`config.mk`:
```
export PLATFORM = sky130hd
export DESIGN_NAME = fetch_unit_flat
export DESIGN_NICKNAME = d
export VERILOG_FILES = /design/src/rtl/fetch_unit_pkg.sv /design/src/rtl/fetch_unit_if.sv /design/src/rtl/fetch_unit_fifo.sv /design/src/rtl/fetch_unit.sv /design/src/flat_wrapper.sv
export SDC_FILE = /design/constraint.sdc
export NUM_CORES = 1
export LEC_CHECK = 0
export ABC_AREA = 1
export BUFFER_PORTS_ARGS = -buffer_cell sky130_fd_sc_hd__clkbuf_2
export CORE_MARGIN = 10
export CORE_UTILIZATION = 55
export CTS_BUF_LIST = sky130_fd_sc_hd__clkbuf_4
export CTS_CLUSTER_DIAMETER = 30
export DETAILED_ROUTE_END_ITERATION = 12
export PLACE_DENSITY = 0.78
export REMOVE_ABC_BUFFERS = 1
export SYNTH_ARGS = -nofsm -noshare
export SYNTH_HDL_FRONTEND = slang
export SYNTH_SLANG_ARGS = --single-unit
```
`constraint.sdc`:
```
create_clock -name clk -period 4.6 [get_ports clk]
set_clock_uncertainty 0.1 [all_clocks]
set_input_delay 0.92 -clock clk [delete_from_list [all_inputs] [get_ports clk]]
set_output_delay 0.92 -clock clk [all_outputs]
set_load 0.005 [all_outputs]
```
`src/rtl/fetch_unit_pkg.sv`:
```
// Shared types and helpers for the instruction-fetch slice.
package rv_fetch_pkg;
    localparam int              INSTR_W = 32;
    localparam int              XLEN    = 32;
    localparam logic [XLEN-1:0] PC_STEP = 32'd4;

    typedef struct packed {
        logic [INSTR_W-1:0] instr;
        logic [XLEN-1:0]    pc;
    } fetch_entry_t;

    function automatic logic [XLEN-1:0] word_align(input logic [XLEN-1:0] addr);
        return {addr[XLEN-1:2], 2'b00};
    endfunction
endpackage

```
`src/rtl/fetch_unit_if.sv`:
```
// Fetch-stage bus: imem request/response, redirect input and decode-facing output.
interface fetch_unit_if;
    import rv_fetch_pkg::*;

    logic            imem_req_valid;
    logic            imem_req_ready;
    logic [XLEN-1:0] imem_req_addr;
    logic            imem_rsp_valid;
    logic [INSTR_W-1:0] imem_rsp_data;
    logic            redirect_valid;
    logic [XLEN-1:0] redirect_base;
    logic [XLEN-1:0] redirect_imm;
    logic            instr_valid;
    logic            instr_ready;
    logic [INSTR_W-1:0] instr_out;
    logic [XLEN-1:0] instr_pc;
    logic            fetch_misalign;

    modport master (
        output imem_req_valid, imem_req_addr, instr_valid, instr_out, instr_pc, fetch_misalign,
        input  imem_req_ready, imem_rsp_valid, imem_rsp_data,
        input  redirect_valid, redirect_base, redirect_imm, instr_ready
    );

    modport slave (
        input  imem_req_valid, imem_req_addr, instr_valid, instr_out, instr_pc, fetch_misalign,
        output imem_req_ready, imem_rsp_valid, imem_rsp_data,
        output redirect_valid, redirect_base, redirect_imm, instr_ready
    );
endinterface

```
`src/rtl/fetch_unit_fifo.sv`:
```
// Small power-of-2 FIFO of fetched words; head is read straight from registered storage.
module fetch_fifo
    import rv_fetch_pkg::*;
#(
    parameter int DEPTH = 2
) (
    input  logic                    clk,
    input  logic                    rst,
    input  logic                    i_flush,
    input  logic                    i_push,
    input  fetch_entry_t            i_push_data,
    input  logic                    i_pop,
    output fetch_entry_t            o_head,
    output logic [$clog2(DEPTH):0]  o_count
);
    localparam int            AW   = $clog2(DEPTH);
    localparam logic [AW:0]   FULL = (AW+1)'(DEPTH);

    fetch_entry_t  r_mem [DEPTH];
    logic [AW-1:0] r_wr_ptr;
    logic [AW-1:0] r_rd_ptr;
    logic [AW:0]   r_count;
    logic          w_push;
    logic          w_pop;

    // A push into a full buffer is only taken when the head leaves in the same cycle.
    assign w_pop  = i_pop && (r_count != '0);
    assign w_push = i_push && ((r_count != FULL) || w_pop);

    always_ff @(posedge clk) begin
        if (rst) begin
            r_wr_ptr <= '0;
            r_rd_ptr <= '0;
            r_count  <= '0;
            for (int i = 0; i < DEPTH; i++) r_mem[i] <= '0;
        end else if (i_flush) begin
            r_wr_ptr <= '0;
            r_rd_ptr <= '0;
            r_count  <= '0;
        end else begin
            if (w_push) begin
                r_mem[r_wr_ptr] <= i_push_data;
                r_wr_ptr        <= r_wr_ptr + AW'(1);
            end
            if (w_pop) r_rd_ptr <= r_rd_ptr + AW'(1);
            r_count <= r_count + (AW+1)'(w_push) - (AW+1)'(w_pop);
        end
    end

    assign o_head  = r_mem[r_rd_ptr];
    assign o_count = r_count;
endmodule

```
`src/rtl/fetch_unit.sv`:
```
// Instruction fetch: PC and credit control, redirect with stale-word dropping, buffered output to decode.
module fetch_unit
    import rv_fetch_pkg::*;
#(
    parameter logic [XLEN-1:0] RESET_PC   = 32'h0000_0000,
    parameter int              FIFO_DEPTH = 2
) (
    input  logic         clk,
    input  logic         rst,
    fetch_unit_if.master bus
);
    localparam int            CW      = $clog2(FIFO_DEPTH) + 1;
    localparam logic [CW+1:0] DEPTH_L = (CW+2)'(FIFO_DEPTH);

    logic [XLEN-1:0] r_fetch_pc;
    logic [XLEN-1:0] r_rsp_pc;
    logic [CW-1:0]   r_outstanding;
    logic [CW-1:0]   r_drop_cnt;
    logic            r_misalign;

    logic [CW-1:0]   w_fifo_count;
    logic [CW+1:0]   w_credit_used;
    logic            w_req_valid;
    logic            w_req_fire;
    logic            w_rsp_keep;
    logic            w_rsp_drop;
    logic            w_instr_valid;
    logic            w_pop;
    logic [XLEN-1:0] w_target_raw;
    fetch_entry_t    w_push_entry;
    fetch_entry_t    w_head;

    // Every word holds one credit from request accept until it is popped or dropped.
    assign w_credit_used = {2'b00, r_outstanding} + {2'b00, w_fifo_count} + {2'b00, r_drop_cnt};
    assign w_req_valid   = !rst && (w_credit_used < DEPTH_L) && !bus.redirect_valid;
    assign w_req_fire    = w_req_valid && bus.imem_req_ready;
    assign w_rsp_drop    = bus.imem_rsp_valid && (r_drop_cnt != '0);
    assign w_rsp_keep    = bus.imem_rsp_valid && (r_drop_cnt == '0);
    assign w_instr_valid = (w_fifo_count != '0);
    assign w_pop         = w_instr_valid && bus.instr_ready;
    assign w_target_raw  = bus.redirect_base + bus.redirect_imm;
    assign w_push_entry  = '{instr: bus.imem_rsp_data, pc: r_rsp_pc};

    always_ff @(posedge clk) begin
        if (rst) begin
            r_fetch_pc    <= RESET_PC;
            r_rsp_pc      <= RESET_PC;
            r_outstanding <= '0;
            r_drop_cnt    <= '0;
            r_misalign    <= 1'b0;
        end else if (bus.redirect_valid) begin
            // In-flight words become stale; one may be retired by a response this very cycle.
            r_fetch_pc    <= word_align(w_target_raw);
            r_rsp_pc      <= word_align(w_target_raw);
            r_outstanding <= '0;
            r_drop_cnt    <= r_drop_cnt + r_outstanding - CW'(bus.imem_rsp_valid);
            if (w_target_raw[1]) r_misalign <= 1'b1;
        end else begin
            if (w_req_fire) r_fetch_pc <= r_fetch_pc + PC_STEP;
            if (w_rsp_keep) r_rsp_pc   <= r_rsp_pc + PC_STEP;
            if (w_rsp_drop) r_drop_cnt <= r_drop_cnt - CW'(1);
            r_outstanding <= r_outstanding + CW'(w_req_fire) - CW'(w_rsp_keep);
        end
    end

    fetch_fifo #(.DEPTH(FIFO_DEPTH)) u_fifo (
        .clk         (clk),
        .rst         (rst),
        .i_flush     (bus.redirect_valid),
        .i_push      (w_rsp_keep),
        .i_push_data (w_push_entry),
        .i_pop       (w_pop),
        .o_head      (w_head),
        .o_count     (w_fifo_count)
    );

    assign bus.imem_req_valid = w_req_valid;
    assign bus.imem_req_addr  = r_fetch_pc;
    assign bus.instr_valid    = w_instr_valid;
    assign bus.instr_out      = w_head.instr;
    assign bus.instr_pc       = w_head.pc;
    assign bus.fetch_misalign = r_misalign;
endmodule

```
`src/flat_wrapper.sv`:
```
// flat-port wrapper written by rule: the top's interface ports become plain ports
module fetch_unit_flat import rv_fetch_pkg::*;
#(
    parameter logic [XLEN-1:0] RESET_PC   = 32'h0000_0000,
    parameter int              FIFO_DEPTH = 2
)
  (clk, rst, bus_imem_req_valid, bus_imem_req_addr, bus_instr_valid, bus_instr_out, bus_instr_pc, bus_fetch_misalign, bus_imem_req_ready, bus_imem_rsp_valid, bus_imem_rsp_data, bus_redirect_valid, bus_redirect_base, bus_redirect_imm, bus_instr_ready);
  fetch_unit_if bus_i ();
  input  logic clk;
  input  logic rst;
  output wire logic [$bits(bus_i.imem_req_valid)-1:0] bus_imem_req_valid;
  output wire logic [$bits(bus_i.imem_req_addr)-1:0] bus_imem_req_addr;
  output wire logic [$bits(bus_i.instr_valid)-1:0] bus_instr_valid;
  output wire logic [$bits(bus_i.instr_out)-1:0] bus_instr_out;
  output wire logic [$bits(bus_i.instr_pc)-1:0] bus_instr_pc;
  output wire logic [$bits(bus_i.fetch_misalign)-1:0] bus_fetch_misalign;
  input wire logic [$bits(bus_i.imem_req_ready)-1:0] bus_imem_req_ready;
  input wire logic [$bits(bus_i.imem_rsp_valid)-1:0] bus_imem_rsp_valid;
  input wire logic [$bits(bus_i.imem_rsp_data)-1:0] bus_imem_rsp_data;
  input wire logic [$bits(bus_i.redirect_valid)-1:0] bus_redirect_valid;
  input wire logic [$bits(bus_i.redirect_base)-1:0] bus_redirect_base;
  input wire logic [$bits(bus_i.redirect_imm)-1:0] bus_redirect_imm;
  input wire logic [$bits(bus_i.instr_ready)-1:0] bus_instr_ready;
  assign bus_imem_req_valid = bus_i.imem_req_valid;
  assign bus_imem_req_addr = bus_i.imem_req_addr;
  assign bus_instr_valid = bus_i.instr_valid;
  assign bus_instr_out = bus_i.instr_out;
  assign bus_instr_pc = bus_i.instr_pc;
  assign bus_fetch_misalign = bus_i.fetch_misalign;
  assign bus_i.imem_req_ready = bus_imem_req_ready;
  assign bus_i.imem_rsp_valid = bus_imem_rsp_valid;
  assign bus_i.imem_rsp_data = bus_imem_rsp_data;
  assign bus_i.redirect_valid = bus_redirect_valid;
  assign bus_i.redirect_base = bus_redirect_base;
  assign bus_i.redirect_imm = bus_redirect_imm;
  assign bus_i.instr_ready = bus_instr_ready;
  fetch_unit #(.RESET_PC(RESET_PC), .FIFO_DEPTH(FIFO_DEPTH)) u_core (.clk(clk), .rst(rst), .bus(bus_i));
endmodule
```
# Yosys cells after proc, flatten, opt, wreduce, memory -nomap -nowiden
# Memories as Yosys holds them, arrays and structs flattened. A register that Yosys moved wholly into a read port is not among the register bits.
# Cells that the tools add are included.
[totals] n_memories=1 reg_bits=73 rom_bits=0 ramBits=128 latch_bits=0 out_inout_bits=99 in_bits=102
[classes] n_mux=17 addsub=14 shifts=0 n_mul=0 bitwise_logic=0 order_cmp=1 n_div=0 n_eq_ne=1 n_reduce_logical=20
[memory_table] memory="u_core.u_fifo.r_mem" words=2 word_bits=64 read_ports=1 rd_clocked_by_memory_dff=1 wr=2 line="fetch_unit_fifo.sv:19" rtl="fetch_entry_t r_mem [DEPTH];"
[ops] op="two-way mux 32 bit" count=4
[ops] op="adder 32 x 3 -> 32 bit, second input constant" count=2
[ops] op="two-way mux 64 bit" count=1
[ops] op="OR reduction 64 bit" count=1
[ops] op="adder 32 bit" count=1
[ops] op="two-way mux 1 bit" count=10
[ops] op="nonzero test 2 bit" count=5
[ops] op="logical AND 1 bit" count=8
[ops] op="subtractor 2 x 1 -> 2 bit" count=3
[ops] op="adder 2 x 1 -> 2 bit" count=2
[ops] op="adder 4 x 2 -> 4 bit" count=1
[ops] op="less-than comparator 4 x 2 -> 1 bit, second input constant" count=1
[ops] op="two-way mux 2 bit" count=2
[ops] op="adder 2 x 2 -> 3 bit" count=1
[ops] op="adder 1 bit, second input constant" count=2
[ops] op="adder 2 bit" count=1
[ops] op="zero test 1 bit" count=2
[ops] op="zero test 2 bit" count=1
[ops] op="!= test 2 bit, second input constant" count=1
[ops] op="AND reduction 2 bit" count=1
[ops] op="OR reduction 2 bit" count=1
[ops] op="subtractor 2 x 1 -> 2 bit, second input constant" count=1
[ops] op="logical OR 1 bit" count=1

# Depth between registers and ports, before layout
[logic_depth] depth_word=11 ltp_mapped=16 ltp_nobuf=16

# Cells and area by module
# From an unflattened synthesis, not the netlist that was laid out.
[hier_totals] hier_cells=1630 area_unflattened_um2=12625.9
[by_module_without_submodules] module="fetch_unit" cells_per_inst=1181 area_each_um2=6806.5 instances=1 seq_area_each_um2=1301.2
[by_module_without_submodules] module="fetch_fifo" cells_per_inst=449 area_each_um2=5819.3 instances=1 seq_area_each_um2=3943.8

# Worst setup path before layout
# Ideal clock, no wire load.
[synth_timing] kind="input-to-reg" start="input bus_imem_rsp_valid" end="memory u_core.u_fifo.r_mem[1][10] in the netlist's numbering, enable pin" stages=7 arrival_ns=2.987 setup_time_ns=0.421 setup_slack_ns=1.092 path_buffers=1 path_cell_list="nand2_1 -> inv_1 -> nand2_1 -> inv_1 -> nand3_2 -> buf_2 -> nand2_1"
[synth_lines] item="start, declared" line="flat_wrapper.sv:18" rtl="input wire logic [$bits(bus_i.imem_rsp_valid)-1:0] bus_imem_rsp_valid;"
[synth_lines] item="end, declared" line="fetch_unit_fifo.sv:19"

# Worst setup path after layout
[layout_timing] start="register u_core.u_fifo.r_count[0], in the netlist u_core.u_fifo.o_count[0]" end="output bus_imem_req_valid"
[layout_between] elab_chain_len=5
[layout_rtl] item="start, declared" line="fetch_unit_fifo.sv:22" rtl="logic [AW:0] r_count;"
[layout_rtl] item="start signal, assigned" line="fetch_unit_fifo.sv:46" rtl="r_count <= r_count + (AW+1)'(w_push) - (AW+1)'(w_pop);"
[layout_rtl] item="adder 2 x 2 -> 3 bit" line="fetch_unit.sv:34" rtl="assign w_credit_used = {2'b00, r_outstanding} + {2'b00, w_fifo_count} + {2'b00, r_drop_cnt};"
[layout_rtl] item="adder 4 x 2 -> 4 bit" line="fetch_unit.sv:34"
[layout_rtl] item="less-than comparator 4 x 2 -> 1 bit" line="fetch_unit.sv:35" rtl="assign w_req_valid = !rst && (w_credit_used < DEPTH_L) && !bus.redirect_valid;"
[layout_rtl] item="logical AND 1 bit (2 in series)" line="fetch_unit.sv:35"
[layout_rtl] item="end, declared" line="flat_wrapper.sv:11" rtl="output wire logic [$bits(bus_i.imem_req_valid)-1:0] bus_imem_req_valid;"
# Every way passes these cells.

==> metrics.md <==
| Metric | Value |
|---|---|
| Clock Power Share | 23.1% |
| Startpoint types | flip-flop |
| Via count | 10,802 |
| CP max-delay cell | fa_1 |
| Top cell type by total area after synthesis | edfxtp_1 |
| Final worst path period share | 79.8% |
| Die Area | 0.0282 mm^2 |
| Initial Util | 55.5% |
| GR Overflow Total | 0 |
| Final wirelength | 31.9 mm |
| RePlAce Congestion | 0.991 |
| Worst-path maximum fanout | 4 |
| Max IR drop VDD | 0.000129 V |
| Crit path max-delay family | adder cells |
| Detailed placement HPWL | 24.1 mm |
| Outcome | finished, final reports clean |
| Final min period | 3670 ps |
| Initial antenna violation count | 1 |
| Final TNS setup | 0 ps |
| Hold crit path type | reg -> reg |
| Synth area leaders | edfxtp_1 (31%), dfxtp_1 (12%), nand2_1 (11%), inv_1 (6.7%), nor2_1 (6.5%) |
| CTS tree | yes |
| Peak Freq | 273 MHz |
| Syn Std Cell Area | 0.0120 mm^2 |
| Area Overhead vs Synth | 12.0% |
| Comb power frac | 21.9% |
| Slew @ Worst Pin | 1030 ps |
| Final ANT Viol Nets | 0 |
| Total core area | 0.0217 mm^2 |
| # DRC | 0 |
| Max-cap violations | 0 |
| Number of global-route vias before repair | 10,614 |
| Largest net degree at the start of global routing | 73 |
| Worst relative slew slack | 31.2% |
| YS warnings | 0 |
| Most common cell after layout, fill and taps aside | nand2_1 |
| Synth Instances | 1,550 |
| Commonest cells after routing, fill and taps aside | nand2_1 (338), inv_1 (216), nor2_1 (210), clkbuf_2 (196), edfxtp_1 (124) |
| Post-route cell area | 0.0135 mm^2 |
| CP max stage delay | 520 ps |
| Final hold slack | 362 ps |
| Die Height | 168 um |
| PD cells | 280 mW/mm^2 |
| Reg2Reg Setup Slack | 1400 ps |
| Layout cells sized above 1 | 19.8% |
| Worst Path Arrival | 2650 ps |
| Sw Pwr | 1250 uW |
| Avg Cell Area, Syn | 7.77 um^2 |
| Final setup viols | 0 |
| # hold bufs at CTS | 0 |
| Post-cts sizing count | 0 |
| Core Rows | 54 |
| Crit end category | primary output |
| Yosys top cell area share | 30.9% |
| Setup bufs post-CTS | 0 |
| WP data required | 3580 ps |
| Design internal power | 2520 uW |
| Yosys cell types | 45 |
| WL/cell | 15.8 um |
| GRT Util Overall | 22.0% |
| Number of buffers inserted by port buffering | 196 |
| IO Pins | 201 |
| Crit path buf inv count | 3 |
| Die width | 168 um |
| Placed inst area | 0.0132 mm^2 |
| CTS Buf Count | 17 |
| Worst skew pair latency | 600 ps |
| Register bit total from synthesis | 194 |
| RSZ-0062 raised after global routing | no |
| Max H-tree Level | 4 |
| Clk root buf | clkbuf_4 |
| Number of DRC markers in iteration 0 | 827 |
| Total power | 3770 uW |
| WS Path Type | reg -> out |
| Drt via density | 5.35 |
| Switching part of the total | 33.1% |
| Drt pass-1 iters | 6 |
| Final net count | 1,871 |
| Sequential share of power | 55.0% |
| Clk sinks | 194 |
| Clock Path Buffers | 2 |
| Worst path cell trace | ha_1 -> fa_1 -> inv_1 -> fa_1 -> nand2_2 -> nor2_2 -> nand2_2 -> inv_2 -> clkbuf_2 |
| Pleak | 0.00628 uW |
| First-pass GRT wire length | 51.6 mm |
| Clock-pin transition on the worst setup and hold timing paths | 160 ps |
| Fin. Hold Viols | 0 |
| Max-slew violation total from the final report | 0 |
| Seq/Total Area, Yosys | 42.6% |
[per-stage QoR]
stage	util (%)	instances	worst slack, ps
detailed placement	60.9	1987	1190
global route	62.1	2020	753
CTS	62.1	2019	877
floorplan	-	1504	306
global placement	60.9	1987	1240
finish	62.1	2020	931
[worst register-to-register path, cell delays in order (launching register included)]
cell and delay [ps]:
dfxtp_1 370, ha_1 210, fa_1 510, inv_1 60, fa_1 520, nand2_2 60, nor2_2 80, nand2_2 50
inv_2 70, nand2_4 110, nand2_2 550, o21ai_0 210, a31oi_1 210
[synthesized netlist by cell type]
| master | instances |
|---|---|
| o21ai_0 | 101 |
| nor4_2 | 1 |
| ha_1 | 40 |
| nand2_1 | 340 |
| xnor2_1 | 10 |
| nor3_4 | 1 |
| buf_4 | 6 |
| nor3_1 | 24 |
| inv_1 | 216 |
| nand2_2 | 10 |
| conb_1 | 1 |
| a21oi_2 | 2 |
| buf_1 | 1 |
| inv_2 | 4 |
| dfxtp_1 | 70 |
| edfxtp_1 | 124 |
| inv_6 | 1 |
| inv_4 | 1 |
| clkbuf_1 | 25 |
| fa_1 | 3 |
| nor2_4 | 5 |
| nand3b_1 | 14 |
| nor2_2 | 6 |
| o21bai_1 | 4 |
| a31oi_1 | 21 |
| a21oi_1 | 83 |
| o21bai_2 | 1 |
| mux2_2 | 62 |
| and3_1 | 2 |
| nand3_1 | 76 |
| nand4_1 | 22 |
| nor3_2 | 3 |
| nand3_2 | 3 |
| o211ai_1 | 1 |
| nor2_1 | 210 |
| buf_2 | 15 |
| xor2_1 | 17 |
| nand2_4 | 3 |
| and2_1 | 2 |
| o21ai_1 | 9 |
| nor3b_1 | 2 |
| a221oi_1 | 1 |
| or2_2 | 4 |
| o21a_1 | 1 |
| buf_6 | 2 |
[worst paths after layout]
check	cells past startpoint	start	endpoint
setup / recovery	9	u_core.u_fifo.o_count[0]	bus_imem_req_valid
hold / removal	1	u_core.u_fifo.r_rd_ptr	flip-flop
setup reg to reg	12	u_core.u_fifo.o_count[0]	u_core.bus.imem_req_addr[10]
hold reg to reg	1	u_core.u_fifo.r_rd_ptr	flip-flop
[sequential cells by signal, indices dropped and copies added, names as in the netlist, named ones only]
register	cells
u_core.r_outstanding	2
u_core.u_fifo.r_mem	124
u_core.r_drop_cnt	2
u_core.bus.imem_req_addr	30
u_core.u_fifo.o_count	2
u_core.u_fifo.r_rd_ptr	1
u_core.u_fifo.r_wr_ptr	1
u_core.r_rsp_pc	30
u_core.bus.fetch_misalign	1
[metal layers]
metal | vias to the layer above | track usage (%) | wire length [um]
met2 | 390 | 37.5 | 15300
met3 | 61 | 5.45 | 2570
li1 | 5429 | - | -
met1 | 4922 | 26.7 | 13200
met4 | 0 | 7.27 | 812
met5 | - | 0 | 0
[cells by family (layout without fill, tap and decap cells)]
kind of cell | Yosys count | in the layout | synth area share [%]
and+or+nand+nor | 728 | 728 | 26.2
buffers and inverters | 271 | 457 | 8.98
AOI/OAI and AO/OA | 224 | 224 | 9.80
DFF | 194 | 194 | 42.6
muxes | 62 | 62 | 5.80
adders and majority gates | 43 | 43 | 4.66
xor gates and xnor gates | 27 | 27 | 1.96
other | 1 | 5 | 0.0312
[cell type report]
cell class	count	area (um^2)
tap	280	350
clock inverter	13	123
sequential	194	5130
antenna	1	2.50
fill	1963	8210
multi-input combinational	1088	5850
inverter	222	841
clock buffer	19	143
timing repair buffer	203	1050
[power by group through the flow]
| stage | logic (uW) | clock network [uW] | registers (uW) |
|---|---|---|---|
| floorplan | 528 | 0 | 2090 |
| global placement | 803 | 0 | 2110 |
| detailed placement | 821 | 0 | 2110 |
| CTS | 826 | 891 | 2070 |
| global route | 940 | 955 | 2090 |
| finish | 825 | 871 | 2080 |
No activity file was read; power rests on OpenSTA's default activity.
